<file path="config.mk">
export PLATFORM = sky130hd
export DESIGN_NAME = weight_bram_loader_flat
export DESIGN_NICKNAME = d
export VERILOG_FILES = /design/src/rtl/weight_bram_pkg.sv /design/src/rtl/weight_bram_loader_if.sv /design/src/rtl/weight_bram_loader_bank_row_counter.sv /design/src/rtl/weight_bram_loader.sv /design/src/flat_wrapper.sv
export SDC_FILE = /design/constraint.sdc
export NUM_CORES = 1
export LEC_CHECK = 0
export BUFFER_PORTS_ARGS = -buffer_cell sky130_fd_sc_hd__buf_4
export CORE_ASPECT_RATIO = 1.4
export CORE_MARGIN = 10
export CORE_UTILIZATION = 25
export CTS_BUF_LIST = sky130_fd_sc_hd__clkbuf_4
export DETAILED_ROUTE_END_ITERATION = 10
export PLACE_DENSITY = 0.47
export SYNTH_ARGS = -nofsm -noshare
export SYNTH_HDL_FRONTEND = slang
export SYNTH_SLANG_ARGS = --single-unit
</file>
<file path="constraint.sdc">
create_clock -name clk -period 3.4 [get_ports clk]
set_input_delay 0.68 -clock clk [delete_from_list [all_inputs] [get_ports clk]]
set_output_delay 0.68 -clock clk [all_outputs]
set_load 0.01 [all_outputs]
</file>
<file path="src/rtl/weight_bram_pkg.sv">
// Shared constants and FSM encoding for the weight BRAM fill and read controllers.
package weight_bram_pkg;

  localparam int NUM_BANKS = 16;
  localparam int ADDR_W    = 9;
  localparam int DATA_W    = 16;
  localparam int BANK_W    = $clog2(NUM_BANKS);

  typedef enum logic [1:0] {
    IDLE  = 2'd0,
    LOAD  = 2'd1,
    FLUSH = 2'd2,
    DONE  = 2'd3
  } load_state_t;

endpackage

</file>
<file path="src/rtl/weight_bram_loader_if.sv">
// Weight stream input plus the shared bank write bus driven by the loader.
interface weight_bram_loader_if #(
  parameter int NUM_BANKS = weight_bram_pkg::NUM_BANKS,
  parameter int ADDR_W    = weight_bram_pkg::ADDR_W,
  parameter int DATA_W    = weight_bram_pkg::DATA_W
) ();

  logic                 s_valid;
  logic [DATA_W-1:0]    s_data;
  logic                 s_ready;
  logic [NUM_BANKS-1:0] w_we;
  logic [ADDR_W-1:0]    w_addr_wr;
  logic [DATA_W-1:0]    w_din;

  modport master (
    output s_valid, s_data,
    input  s_ready, w_we, w_addr_wr, w_din
  );

  modport slave (
    input  s_valid, s_data,
    output s_ready, w_we, w_addr_wr, w_din
  );

endinterface

</file>
<file path="src/rtl/weight_bram_loader_bank_row_counter.sv">
// Bank-major, row-minor position counter over an inclusive row window.
module bank_row_counter #(
  parameter int NUM_BANKS = 16,
  parameter int ADDR_W    = 9,
  parameter int BANK_W    = $clog2(NUM_BANKS)
) (
  input  logic              clk,
  input  logic              rst,
  input  logic              load,
  input  logic              inc,
  input  logic [ADDR_W-1:0] row_start,
  input  logic [ADDR_W-1:0] row_end,
  output logic [BANK_W-1:0] bank,
  output logic [ADDR_W-1:0] row,
  output logic              last
);

  logic [ADDR_W-1:0] end_q;
  logic              last_bank;

  assign last_bank = (bank == BANK_W'(NUM_BANKS - 1));
  assign last      = last_bank && (row == end_q);

  // Row advance is suppressed at the window end so a full 0..511 window never wraps to 0.
  always_ff @(posedge clk) begin
    if (rst) begin
      bank  <= '0;
      row   <= '0;
      end_q <= '0;
    end else if (load) begin
      bank  <= '0;
      row   <= row_start;
      end_q <= row_end;
    end else if (inc) begin
      if (last_bank) begin
        bank <= '0;
        if (row != end_q) begin
          row <= row + 1'b1;
        end
      end else begin
        bank <= bank + 1'b1;
      end
    end
  end

endmodule

</file>
<file path="src/rtl/weight_bram_loader.sv">
// Fills the banked weight BRAM round-robin from a valid/ready stream, then pulses done.
module weight_bram_loader #(
  parameter int NUM_BANKS = weight_bram_pkg::NUM_BANKS,
  parameter int ADDR_W    = weight_bram_pkg::ADDR_W,
  parameter int DATA_W    = weight_bram_pkg::DATA_W
) (
  input  logic                 clk,
  input  logic                 rst,
  input  logic                 start,
  input  logic [ADDR_W-1:0]    addr_start,
  input  logic [ADDR_W-1:0]    addr_end,
  weight_bram_loader_if.slave  bus,
  output logic                 busy,
  output logic                 done,
  output logic                 err
);

  import weight_bram_pkg::*;

  localparam int BW = $clog2(NUM_BANKS);

  load_state_t          state_q, state_d;
  logic                 err_q;
  logic                 window_bad;
  logic                 cnt_load;
  logic                 hs;
  logic [BW-1:0]        bank;
  logic [ADDR_W-1:0]    row;
  logic                 cnt_last;
  logic [NUM_BANKS-1:0] w_we_q;
  logic [ADDR_W-1:0]    w_addr_q;
  logic [DATA_W-1:0]    w_din_q;
  logic                 s_ready_c, busy_c, done_c, err_c;

  assign window_bad = (addr_end < addr_start);
  assign cnt_load   = (state_q == IDLE) && start;
  assign hs         = (state_q == LOAD) && bus.s_valid;

  bank_row_counter #(
    .NUM_BANKS (NUM_BANKS),
    .ADDR_W    (ADDR_W),
    .BANK_W    (BW)
  ) u_cnt (
    .clk       (clk),
    .rst       (rst),
    .load      (cnt_load),
    .inc       (hs),
    .row_start (addr_start),
    .row_end   (addr_end),
    .bank      (bank),
    .row       (row),
    .last      (cnt_last)
  );

  always_comb begin
    state_d   = state_q;
    s_ready_c = 1'b0;
    busy_c    = 1'b0;
    done_c    = 1'b0;
    err_c     = 1'b0;
    case (state_q)
      IDLE: begin
        if (start) begin
          state_d = window_bad ? DONE : LOAD;
        end
      end
      LOAD: begin
        s_ready_c = 1'b1;
        busy_c    = 1'b1;
        if (hs && cnt_last) begin
          state_d = FLUSH;
        end
      end
      FLUSH: begin
        busy_c  = 1'b1;
        state_d = DONE;
      end
      DONE: begin
        busy_c  = 1'b1;
        done_c  = 1'b1;
        err_c   = err_q;
        state_d = IDLE;
      end
      default: state_d = IDLE;
    endcase
  end

  // Reset has priority over a write handshake in the same cycle, so that write is dropped.
  always_ff @(posedge clk) begin
    if (rst) begin
      state_q  <= IDLE;
      err_q    <= 1'b0;
      w_we_q   <= '0;
      w_addr_q <= '0;
      w_din_q  <= '0;
    end else begin
      state_q <= state_d;
      if (cnt_load) begin
        err_q <= window_bad;
      end
      w_we_q <= hs ? ({{(NUM_BANKS-1){1'b0}}, 1'b1} << bank) : '0;
      if (hs) begin
        w_addr_q <= row;
        w_din_q  <= bus.s_data;
      end
    end
  end

  assign bus.s_ready   = s_ready_c;
  assign bus.w_we      = w_we_q;
  assign bus.w_addr_wr = w_addr_q;
  assign bus.w_din     = w_din_q;
  assign busy          = busy_c;
  assign done          = done_c;
  assign err           = err_c;

endmodule

</file>
<file path="src/flat_wrapper.sv">
// flat-port wrapper written by rule: the top's interface ports become plain ports
module weight_bram_loader_flat import weight_bram_pkg::*;
#(
  parameter int NUM_BANKS = weight_bram_pkg::NUM_BANKS,
  parameter int ADDR_W    = weight_bram_pkg::ADDR_W,
  parameter int DATA_W    = weight_bram_pkg::DATA_W
)
  (clk, rst, start, addr_start, addr_end, busy, done, err, bus_s_valid, bus_s_data, bus_s_ready, bus_w_we, bus_w_addr_wr, bus_w_din);
  weight_bram_loader_if #(.NUM_BANKS(NUM_BANKS), .ADDR_W(ADDR_W), .DATA_W(DATA_W)) bus_i ();
  input  logic clk;
  input  logic rst;
  input  logic start;
  input  logic [ADDR_W-1:0] addr_start;
  input  logic [ADDR_W-1:0] addr_end;
  output logic busy;
  output logic done;
  output logic err;
  input wire logic [$bits(bus_i.s_valid)-1:0] bus_s_valid;
  input wire logic [$bits(bus_i.s_data)-1:0] bus_s_data;
  output wire logic [$bits(bus_i.s_ready)-1:0] bus_s_ready;
  output wire logic [$bits(bus_i.w_we)-1:0] bus_w_we;
  output wire logic [$bits(bus_i.w_addr_wr)-1:0] bus_w_addr_wr;
  output wire logic [$bits(bus_i.w_din)-1:0] bus_w_din;
  assign bus_i.s_valid = bus_s_valid;
  assign bus_i.s_data = bus_s_data;
  assign bus_s_ready = bus_i.s_ready;
  assign bus_w_we = bus_i.w_we;
  assign bus_w_addr_wr = bus_i.w_addr_wr;
  assign bus_w_din = bus_i.w_din;
  weight_bram_loader #(.NUM_BANKS(NUM_BANKS), .ADDR_W(ADDR_W), .DATA_W(DATA_W)) u_core (.clk(clk), .rst(rst), .start(start), .addr_start(addr_start), .addr_end(addr_end), .bus(bus_i), .busy(busy), .done(done), .err(err));
endmodule
</file>
==> results.toml <==
[synth]
netlist_instances = 344
synth_cell_types = 37
synthArstFlopShare = 0
syn_nets = 402
syn_area_per_cell_um2 = 8.42
synth_warnings = 0
netlist_area_um2 = 2900
synth_ff_type = "dfxtp_1"
synth-seq-area-share = 0.456
synth_edf_count = 0
synth-seq-cells = 66

[cells_and_area]
final_nets = 478
final_core_util = 0.331
fillers = 1211
regArea_um2 = 1320
multi_input_area_um2 = 1440
drive_gt1_frac = 0.238
area_growth_pct = 29.8

[floorplan]
die_x_um = 111
core-area_um2 = 11300
fp.dieH_um = 147
pin_count = 83
start_util = 0.255
die_area_um2 = 16300
rows = 46

[critical_path]
crit_cells = 7
crit_type = "flop to flop"
cp-end-kind = "flop"
critPathTopFamily = "compound AO/OA/AOI/OAI gates"
critPathBufInv = 1
path_cells = "inv_1, ha_1, and4_1, nand2_1, a31oi_1, a311oi_1, a2111oi_0"
r2r_cells = 7
cp_max_fo = 12
critPathSlowestCell = "a2111oi_0"
startpoint_type = "flop"
critical_path_arrival_ns = 2.58
slowest_delay_ns = 0.41
crit_required_ns = 3.68

[clocking]
clk_latency_ns = 0.41
cts_tree = "done"
cts_root_buf = "clkbuf_4"
clockBufferDepth = 2
clk_pin_slew_worst_paths_ns = 0.10
htree_num_levels = 3
cts_resized = 0
cts_setup_buffers = 0
cts_hold_buf = 0
cts.sinks = 66
cts_inserted_buffers = 9

[global_route]
grt_usage = 0.104
grt_max_degree = 52
overflow = 0
grt_antenna_before_repair = 1
grt_pass1_wl_um = 13700
grt_pass1_vias = 2670

[detailed_routing]
drt_wl_total_um = 8470
via_per_inst = 4.57
wl_per_cell_um = 14.9
via_count = 2603
drt.antenna.violating_nets = 0
drt-pass1-iter-count = 4
drtIter0Drc = 152
post-route-drc-count = 0

[power_and_ir_drop]
switching_share = 0.357
seqPwrFrac = 0.452
peakVddDrop_mv = 0.166
leakage_nw = 1.60
p_int_mw = 1.38
pwr_density_cell_nw_per_um2 = 572
p_switching_mw = 0.768
combPwrFrac = 0.312
clkPwrFrac = 0.235

[sta]
final.setup.tns_ns = 0
slew_headroom = 0.553
tightestPinTransition_ns = 0.669
hold_viol_final = 0
drv_slew = 0
fmax_mhz = 434
finalClockSkew_ns = 0.0104
rsz0062_at_grt = "no"
finalCriticalPeriod_ns = 2.30
finalCritPeriodShare = 0.677
holdWs_ns = 0.463
setup_viol = 0

[min_path]
hold_class = "flop to flop"
whs_path_depth = 2

[place]
hpwl_um = 6340
globalplace.congestion = 0.751
io_buffers = 82

[run]
cap_violations = 0

[run_status]
status = "finished, final reports clean"
==> cell usage after synthesis (all sizes together), types with 3 or more instances <==
library cell  number  area (µm²)
nand2             82         308
dfxtp             66        1320
a21oi             38         190
nor2              27         101
ha                20         250
clkbuf            17        63.8
inv               14        52.6
xor2              10        87.6
a211oi             8        60.1
a311oi             6        52.6
nor3               5        25.0
and3               4        30.0
nand3              4        20.0
xnor2              4        35.0
a21o               3        22.5
a31oi              3        18.8
and2               3        18.8
buf                3        21.3
nand2b             3        18.8
==> final timing paths <==
path                                           from                                 to  slack, ns
hold / removal    u_core.bus.w_din[10]$_SDFFE_PP0P_  u_core.bus.w_din[10]$_SDFFE_PP0P_       0.46
setup reg to reg     u_core.state_q[1]$_SDFFE_PP0P_   u_core.u_cnt.row[5]$_SDFFE_PP0P_       1.10
setup / recovery     u_core.state_q[1]$_SDFFE_PP0P_   u_core.u_cnt.row[5]$_SDFFE_PP0P_       1.10
hold reg to reg   u_core.bus.w_din[10]$_SDFFE_PP0P_  u_core.bus.w_din[10]$_SDFFE_PP0P_       0.46
==> state kept, by name, summed over array words and instances (netlist names) <==
| name | cells |
|---|---|
| u_core.bus.w_din | 16 |
| u_core.u_cnt.end_q | 9 |
| u_core.u_cnt.row | 9 |
| u_core.err_q | 1 |
| u_core.u_cnt.bank | 4 |
| u_core.bus.w_addr_wr | 9 |
| u_core.state_q | 2 |
| u_core.bus.w_we | 16 |
==> final cells by class <==
class / instances / area share
multi-input combinational: 244 / 0.382
timing repair buffer: 85 / 0.170
inverter: 14 / 0.0140
sequential: 66 / 0.352
antenna: 1 / 0.000666
clock inverter: 4 / 0.0117
tap: 144 / 0.0480
clock buffer: 11 / 0.0220
==> cells in the final DEF (no fill, tap or decap), types with 2 or more instances in the layout <==
cell,instances
and3_1,3
o31ai_1,2
a21oi_1,38
inv_1,14
nand4_1,2
xnor2_1,4
a31oi_1,3
clkinv_2,2
a311oi_1,6
nand3_1,4
or4b_1,2
clkbuf_4,11
or4_1,2
nand2b_1,3
a211oi_1,8
and2_1,3
nor4b_1,2
o211ai_1,2
nor3_1,5
a21o_1,3
ha_1,20
and4_1,2
xor2_1,10
dfxtp_1,66
buf_4,85
o41ai_1,2
nor2_1,27
nand2_1,82
==> power by group through the flow <==
stage | Clock (mW) | Sequential [mW] | Combinational (mW)
global placement | 0 | 0.989 | 0.676
finish | 0.506 | 0.972 | 0.671
global route | 0.554 | 0.988 | 0.763
detailed placement | 0 | 0.991 | 0.680
floorplan | 0 | 0.969 | 0.447
CTS | 0.527 | 0.973 | 0.690
==> logic make-up (layout without fill, tap and decap cells) <==
kind of cell | Yosys count | after routing | share of synthesized area
buffers and inverters | 34 | 114 | 0.0475
adders and majority gates | 20 | 20 | 0.0864
other | 0 | 1 | 0
AOI/OAI and AO/OA | 69 | 69 | 0.149
and+or+nand+nor | 140 | 140 | 0.215
DFF | 66 | 66 | 0.456
xor gates and xnor gates | 14 | 14 | 0.0423
muxes | 1 | 1 | 0.00346
==> routing by layer <==
layer	up-vias	GRT usage	wire length (µm)
li1	1323	-	-
met1	1215	0.106	3340
met2	51	0.190	4550
met3	14	0.0253	372
met4	0	0.0548	201
met5	-	0	0
==> through the flow <==
step,std cells,cell area (µm²),total power [mW],setup WS [ns]
after floorplan,344,2900,1.42,1.46
after global placement,553,3630,1.66,1.18
after detailed placement,553,3630,1.67,1.15
after CTS,568,3750,2.19,1.14
after global routing,569,3760,2.30,0.847
final,569,3760,2.15,1.10
==> worst reg2reg max path: cells and delay by family, from the launching register on <==
family,cells,cell delay (ns)
compound gates,3,0.92
simple gates,2,0.54
flops,1,0.36
fa+ha+maj,1,0.25
buf+inv,1,0.11
Power figures use the tool's default switching activity.
